<file path="config.mk">
export PLATFORM = sky130hd
export DESIGN_NAME = prog_loader
export DESIGN_NICKNAME = d
export VERILOG_FILES = /design/src/rtl/prog_loader.sv
export SDC_FILE = /design/constraint.sdc
export NUM_CORES = 1
export LEC_CHECK = 0
export ABC_AREA = 1
export BUFFER_PORTS_ARGS = -buffer_cell sky130_fd_sc_hd__buf_2
export CAP_MARGIN = 5
export CORE_UTILIZATION = 30
export CTS_BUF_LIST = sky130_fd_sc_hd__clkbuf_16
export DETAILED_ROUTE_END_ITERATION = 16
export PLACE_DENSITY = 0.45
export SLEW_MARGIN = 10
export SYNTH_ARGS = -nofsm -noshare
export SYNTH_HDL_FRONTEND = slang
export SYNTH_SLANG_ARGS = --single-unit
</file>
<file path="constraint.sdc">
create_clock -name clk -period 4.4 [get_ports clk]
set_input_delay 0 -clock clk [delete_from_list [all_inputs] [get_ports clk]]
set_output_delay 0 -clock clk [all_outputs]
set_load 0.02 [all_outputs]
</file>
<file path="src/rtl/prog_loader.sv">
// Boot-time program loader: turns a length-prefixed little-endian byte stream into RAM word writes.
// Optional trailer checksum check is enabled by defining PROG_LOADER_CHECKSUM_EN.
module prog_loader #(
    parameter logic [31:0] BASE_ADDR = 32'h8000_0000,
    parameter int          MEM_SIZE  = 4096
) (
    input  logic        clk,
    input  logic        rst,
    input  logic        in_valid,
    input  logic [7:0]  in_data,
    output logic        in_ready,
    output logic [31:0] mem_addr,
    output logic        mem_we,
    output logic [31:0] mem_wd,
    output logic [31:0] words_loaded,
    output logic        done,
    output logic        err,
    output logic [2:0]  o_dbg_state
);

    localparam logic [31:0] MAX_WORDS = 32'(MEM_SIZE / 4);

    typedef enum logic [2:0] {
        S_LEN   = 3'd0,
        S_DATA  = 3'd1,
        S_WRITE = 3'd2,
        S_DONE  = 3'd4,
        S_ERR   = 3'd5
`ifdef PROG_LOADER_CHECKSUM_EN
        , S_CHK = 3'd3
`endif
    } state_t;

    state_t      r_state;
    state_t      r_state_next;
    logic [1:0]  r_cnt;
    logic [31:0] r_shift;
    logic [31:0] r_len;
    logic [31:0] r_idx;
    logic [31:0] r_mem_addr;
    logic [31:0] r_mem_wd;
    logic        w_ready_st;
    logic        w_xfer;
    logic        w_byte_last;
    logic [31:0] w_word_next;
    logic        w_last_word;
`ifdef PROG_LOADER_CHECKSUM_EN
    logic [31:0] r_sum;
`endif

    // Valid/ready: a byte moves on a rising edge with in_valid & in_ready both high;
    // in_ready depends only on state (and is forced low while rst is held).
`ifdef PROG_LOADER_CHECKSUM_EN
    assign w_ready_st = (r_state == S_LEN) || (r_state == S_DATA) || (r_state == S_CHK);
`else
    assign w_ready_st = (r_state == S_LEN) || (r_state == S_DATA);
`endif
    assign in_ready    = w_ready_st & ~rst;
    assign w_xfer      = in_valid & w_ready_st;
    assign w_byte_last = (r_cnt == 2'd3);
    assign w_word_next = {in_data, r_shift[31:8]};
    assign w_last_word = ((r_idx + 32'd1) == r_len);

    assign mem_addr     = r_mem_addr;
    assign mem_wd       = r_mem_wd;
    assign words_loaded = r_idx;
    assign o_dbg_state  = r_state;

    always_ff @(posedge clk or posedge rst) begin
        if (rst) begin
            r_state <= S_LEN;
        end else begin
            r_state <= r_state_next;
        end
    end

    always_comb begin
        r_state_next = r_state;
        mem_we       = 1'b0;
        done         = 1'b0;
        err          = 1'b0;
        case (r_state)
            S_LEN: begin
                if (w_xfer && w_byte_last) begin
                    if (w_word_next == 32'd0) begin
`ifdef PROG_LOADER_CHECKSUM_EN
                        r_state_next = S_CHK;
`else
                        r_state_next = S_DONE;
`endif
                    end else if (w_word_next > MAX_WORDS) begin
                        r_state_next = S_ERR;
                    end else begin
                        r_state_next = S_DATA;
                    end
                end
            end
            S_DATA: begin
                if (w_xfer && w_byte_last) begin
                    r_state_next = S_WRITE;
                end
            end
            S_WRITE: begin
                mem_we = 1'b1;
                if (w_last_word) begin
`ifdef PROG_LOADER_CHECKSUM_EN
                    r_state_next = S_CHK;
`else
                    r_state_next = S_DONE;
`endif
                end else begin
                    r_state_next = S_DATA;
                end
            end
`ifdef PROG_LOADER_CHECKSUM_EN
            S_CHK: begin
                if (w_xfer && w_byte_last) begin
                    r_state_next = (w_word_next == r_sum) ? S_DONE : S_ERR;
                end
            end
`endif
            S_DONE: done = 1'b1;
            S_ERR:  err  = 1'b1;
            default: r_state_next = S_ERR;
        endcase
    end

    // Address and data are captured with the word's last byte so they are stable for the whole write cycle.
    always_ff @(posedge clk or posedge rst) begin
        if (rst) begin
            r_cnt      <= 2'd0;
            r_shift    <= 32'd0;
            r_len      <= 32'd0;
            r_idx      <= 32'd0;
            r_mem_addr <= 32'd0;
            r_mem_wd   <= 32'd0;
`ifdef PROG_LOADER_CHECKSUM_EN
            r_sum      <= 32'd0;
`endif
        end else begin
            if (w_xfer) begin
                r_shift <= w_word_next;
                r_cnt   <= r_cnt + 2'd1;
                if (w_byte_last && (r_state == S_LEN)) begin
                    r_len <= w_word_next;
                end
                if (w_byte_last && (r_state == S_DATA)) begin
                    r_mem_addr <= BASE_ADDR + {r_idx[29:0], 2'b00};
                    r_mem_wd   <= w_word_next;
                end
            end
            if (r_state == S_WRITE) begin
                r_idx <= r_idx + 32'd1;
`ifdef PROG_LOADER_CHECKSUM_EN
                r_sum <= r_sum + r_mem_wd;
`endif
            end
        end
    end

endmodule

</file>
# == Yosys cells after proc, flatten, opt, wreduce, memory -nomap -nowiden ==
# Index checks and enable logic that the tools add are counted.
# totals
output_inout_bits,103
regBits,165
in_bits,11
# op_classes
n_eq_ne,8
muxes,9
add_sub_neg,3
bitwise_logic,4
order_cmp,1
reduce_logical,10
# ops
op,n
$add A32 B1 Y32 const B,1
$add A32 B32 Y32 const A,1
$eq A32 B32 Y1,1
$gt A32 B11 Y1 const B,1
$logic_not A32 Y1,1
$mux W3,5
$pmux W3 S4,1
$eq A3 B3 Y1 const B,2
$ne A2 B1 Y1 const B,2
$reduce_and A2 Y1,2
$eq A3 B1 Y1 const B,1
$eq A3 B2 Y1 const B,1
$logic_and A1 B1 Y1,3
$logic_not A3 Y1,1
$mux W1,3
$reduce_and A3 Y1,1
$add A2 B1 Y2 const B,1
$and A1 B1 Y1,2
$eq A2 B2 Y1 const B,1
$not A1 Y1,2
$reduce_or A2 Y1,1
$logic_or A1 B1 Y1,1

# == Logic depth before layout (Yosys ltp) ==
# logic_depth
ltp_word,6
mapped_depth,16
depth_no_buf,16

# == Worst setup path before layout ==
# OpenSTA, ideal clock, no wires.
# synth_timing
path_kind,register to register
startpoint,reg r_idx[0] (netlist: words_loaded[0])
endpoint,reg r_state[0] (netlist: o_dbg_state[0])
path_stages_with_launch,17
arrival_ns,1.926
required_time_ns,4.278
setup_slack_ns,2.352
path_cell_list,dfrtp_1 ha_1 nand2_2 nor2_8 nand2_4 nor2_8 nand2_2 nand2_1 nand2_1 nand2_1 nand2_1 nor2_1 nand2_1 nor2_2 nand3_1 nand2_1 a21oi_1
# synth_between
elab_chain_cells,4
# synth_lines
element,line_no,text
start: declaration,39,logic [31:0] r_idx;
start signal: assignment,153,r_idx <= r_idx + 32'd1;
$add A32 B1 Y32,62,assign w_last_word = ((r_idx + 32'd1) == r_len);
$eq A32 B32 Y1,62,
$mux W3,105,if (w_last_word) begin
$pmux W3 S4,82,case (r_state)
end signal: assignment,73,r_state <= r_state_next;
end: declaration,34,state_t r_state;
# No other way between the ends.
# A chain may end at the register's enable or synchronous reset.

# == Final worst setup path ==
# layout_timing
startpoint,reg r_state[2] (netlist: o_dbg_state[2])
endpoint,reg r_mem_addr[12] (netlist: mem_addr[12])
# layout_between
elab_chain_cells,4
elab_cells_between_ends,6
cone_classes,eq/ne (1); bitwise (1); reduce/logical (4)
# layout_lines
element,line_no,text
$eq A3 B1 Y1 or $logic_not A3 Y1 (tied branches),"56, 147",
$logic_or A1 B1 Y1,56,assign w_ready_st = (r_state == S_LEN) || (r_state == S_DATA);
$and A1 B1 Y1,59,assign w_xfer = in_valid & w_ready_st;
$reduce_and A2 Y1 (no line) (*),n/a,
end signal: assignment,148,"r_mem_addr <= BASE_ADDR + {r_idx[29:0], 2'b00};"
end: declaration,40,logic [31:0] r_mem_addr;
# Mark *: on every way between the ends. The rest lies on a longest branch, timed or not.

==> key figures <==
STA
  • Worst Tran Pin Value: 0.914 ns
  • Max-Slew Margin vs Limit: 39.0%
  • RSZ-0062 raised after global routing: false
  • Hold Vio Cnt, Final: 0
  • Fin crit period: 2.67 ns
  • Setup ws final: 1.73 ns
  • Fmax: 375 MHz
  • Final Setup Violations: 0
  • Fin crit share: 60.6%
  • TNS Setup: 0 ns
  • Max Transition Viols Final: 0
  • Hold Slack: 0.272 ns
  • Clock skew: 0.0138 ns

Global routing
  • First-pass GRT wire length: 35,700 um
  • Initial antenna violation count: 0
  • GR Overflow Total: 0
  • Pin count of the biggest net entering global routing: 90
  • GRT Overall Usage: 18.0%
  • Number of global-route vias before repair: 6,242

Floorplanning
  • Die area: 26,000 um^2
  • Ports: 114
  • Row count: 57
  • Core box area: 24,600 um^2
  • Die extent in x: 161 um
  • Die height: 161 um
  • Starting density of the core: 30.9%

Placement
  • Post-DP Area: 8490 um^2
  • Gpl congestion: 0.837
  • Final HPWL DP: 16,600 um
  • Port Buffer Count: 111
  • Dpl ws: 1.79 ns

Power
  • Lkg Pwr: 4.55 nW
  • Max VDD drop: 276 uV
  • PD cells: 453 nW/um^2

Route
  • Vias per cell: 4.60
  • Avg WL per Cell: 15.5 um
  • Number of iterations in the first detailed-routing pass: 5
  • DRC: 0
  • Routed WL: 22,300 um
  • Vias after detailed routing: 6,626
  • Routed Antenna Nets: 0
  • DR iter-0 viols: 453

Layout
  • Number of fill cells: 2,669
  • Final net count: 1,117
  • P&R area growth vs syn: 20.6%
  • Post-route cell area: 9160 um^2
  • Area of the multi-input gates: 3200 um^2
  • Sequential cell area: 3880 um^2
  • Antenna Cells: 0
  • Share of cells above drive strength 1: 15.8%

Critical path
  • R2R cell count: 10
  • Worst setup SP type: flip-flop
  • R2R Path End: mem_addr[12]$_DFFE_PP0P_
  • Worst R2R Setup Slack: 1.73 ns
  • Critical Path End Type: flip-flop
  • Critical path class: flip-flop to flip-flop
  • Worst Path Arrival: 2.97 ns
  • Worst EP required: 4.70 ns
  • CP Max Fanout: 51
  • Reg-to-reg startpoint: o_dbg_state[2]$_DFFE_PP0P_

Synthesis
  • Sequential fraction of the synthesis area: 51.1%
  • Synthesized cell area: 7590 um^2
  • Cells after Synth: 990
  • #FFs+latches synth: 155
  • Ys Warns: 0
  • Yosys cell types: 29
  • Mapped Avg Cell Area: 7.67 um^2

Clocking
  • Clock slew at reported path FFs: 0.06 ns
  • CTS root buf: clkbuf_16
  • H-tree levels: 4
  • Clock latency on the worst-skew pair: 0.43 ns
  • CTS sink count: 155
  • Clock buffer depth: 2
  • CTS buffer count: 17
  • CTS tree: yes

Outcome
  • Status: finished, final reports clean

Min path
  • Worst Hold Class: input pin to asynchronous set/reset pin

Job
  • Max cap viols: 0
## synthesized netlist by cell type
master    number  area, um^2
dfrtp_1      155        3880
xor2_1         5        43.8
nor2_2         5        31.3
nor2_1        74         278
nor3_1         3        15.0
nand2_4        4        45.0
buf_2          2        10.0
inv_1        105         394
clkbuf_1      24        90.1
conb_1         1        3.75
o21bai_1       2        15.0
ha_1           2        25.0
a21oi_1        5        25.0
nor2_8         2        40.0
buf_4          2        15.0
or2_2          1        6.26
xnor2_1        3        26.3
nand2_2        5        31.3
nand3_2        1        10.0
o21ai_0      152         761
nand3b_1       9        67.6
nor4_1         5        31.3
nand3_1       75         375
buf_1          5        18.8
nor2_4         6        67.6
nand2_1      326        1220
inv_2          2        7.51
a221oi_1       1        8.76
nand4_1        8        50.1
## critical path: stages (launching register included)
cell	delay, ns
dfrtp_1	0.48
nor2_1	0.17
nand2_1	0.06
buf_4	0.26
inv_1	0.19
nand2_1	0.11
nor2_1	0.17
clkinv_2	0.43
buf_4	0.42
nand2_1	0.11
o21ai_0	0.07
## metal layers
metal  vias up  GRT usage [%]  wire [um]
li1       3389              -          -
met1      3058           27.0      11500
met2       168           26.3       9470
met3        11           3.65       1120
met4         0           4.07        177
met5         -              0          0
## power breakdown
part / internal (mW) / total [mW] / switching [mW]
Combinational: 0.274 / 0.839 / 0.564
Sequential: 1.68 / 1.87 / 0.187
Clock: 0.790 / 1.44 / 0.652
## stage by stage
stage	instances	utilization, %	power (mW)
floorplan	991	-	2.38
global placement	1399	34.5	2.73
detailed placement	1399	34.5	2.73
CTS	1441	37.2	4.20
global route	1441	37.2	4.41
finish	1441	37.2	4.15
## layout make-up
| class | instances | share of cell area [%] |
|---|---|---|
| Multi-Input combinational cell | 696 | 34.9 |
| Tap cell | 324 | 4.42 |
| Clock buffer | 17 | 4.64 |
| Inverter | 107 | 4.45 |
| Timing Repair Buffer | 127 | 7.65 |
| Clock inverter | 15 | 1.56 |
| Sequential cell | 155 | 42.3 |
## how the worst max path moves through the flow
stage,end,slack (ns),start
final,mem_addr[12]$_DFFE_PP0P_,1.73,o_dbg_state[2]$_DFFE_PP0P_
after global routing,mem_addr[31]$_DFFE_PP0P_,1.43,o_dbg_state[2]$_DFFE_PP0P_
after CTS,r_len[28]$_DFFE_PP0P_,1.74,o_dbg_state[2]$_DFFE_PP0P_
after detailed placement,r_len[28]$_DFFE_PP0P_,1.79,o_dbg_state[2]$_DFFE_PP0P_
after global placement,mem_wd[5]$_DFFE_PP0P_,1.82,o_dbg_state[2]$_DFFE_PP0P_
after floorplan,mem_addr[10]$_DFFE_PP0P_,0.22,rst
## state kept, by name, summed over array words and instances (netlist names)
name / cells
r_shift: 24
r_cnt: 2
mem_addr: 30
words_loaded: 32
r_len: 32
mem_wd: 32
o_dbg_state: 3
## timing repair
item | 4_1_cts | 5_1_grt
endpoints found under the hold margin | 112 | 0
hold buffers | 10 | 0
buffers inserted | 0 | 0
gates resized for setup | 0 | 0
## placed cells by master (no fill, tap or decap)
cell and count:
clkinvlp_4 3, nand2_1 326, a221oi_1 1, inv_6 3, clkinv_2 2, nor3_2 1, inv_1 104, dlygate4sd3_1 10
nor2_1 74, clkinv_4 3, ha_1 2, nand3_1 74, a21oi_1 5, nand3b_1 9, dfrtp_1 155, nand3_2 1
or2_2 1, nand2_2 5, buf_4 6, xnor2_1 3, nor2_2 5, nand4_1 8, nand2_4 4, xor2_1 5
nor4_1 5, nand3_4 1, inv_8 3, conb_1 2, o21bai_1 2, nor2_8 2, clkbuf_16 17, buf_2 111
o21ai_0 152, clkinv_1 1, bufinv_16 1, nor3_1 2, inv_2 2, nor2_4 6
## cell families (layout without fill, tap and decap cells)
group / Yosys count / count (layout) / synth area share (%)
adders and majority gates: 2 / 2 / 0.329
other: 1 / 2 / 0.0494
buffers and inverters: 140 / 266 / 7.05
xor gates and xnor gates: 8 / 8 / 0.923
AOI/OAI and AO/OA: 160 / 160 / 10.7
and+or+nand+nor: 524 / 524 / 29.9
DFF: 155 / 155 / 51.1
(Power assumes the default switching activity.)
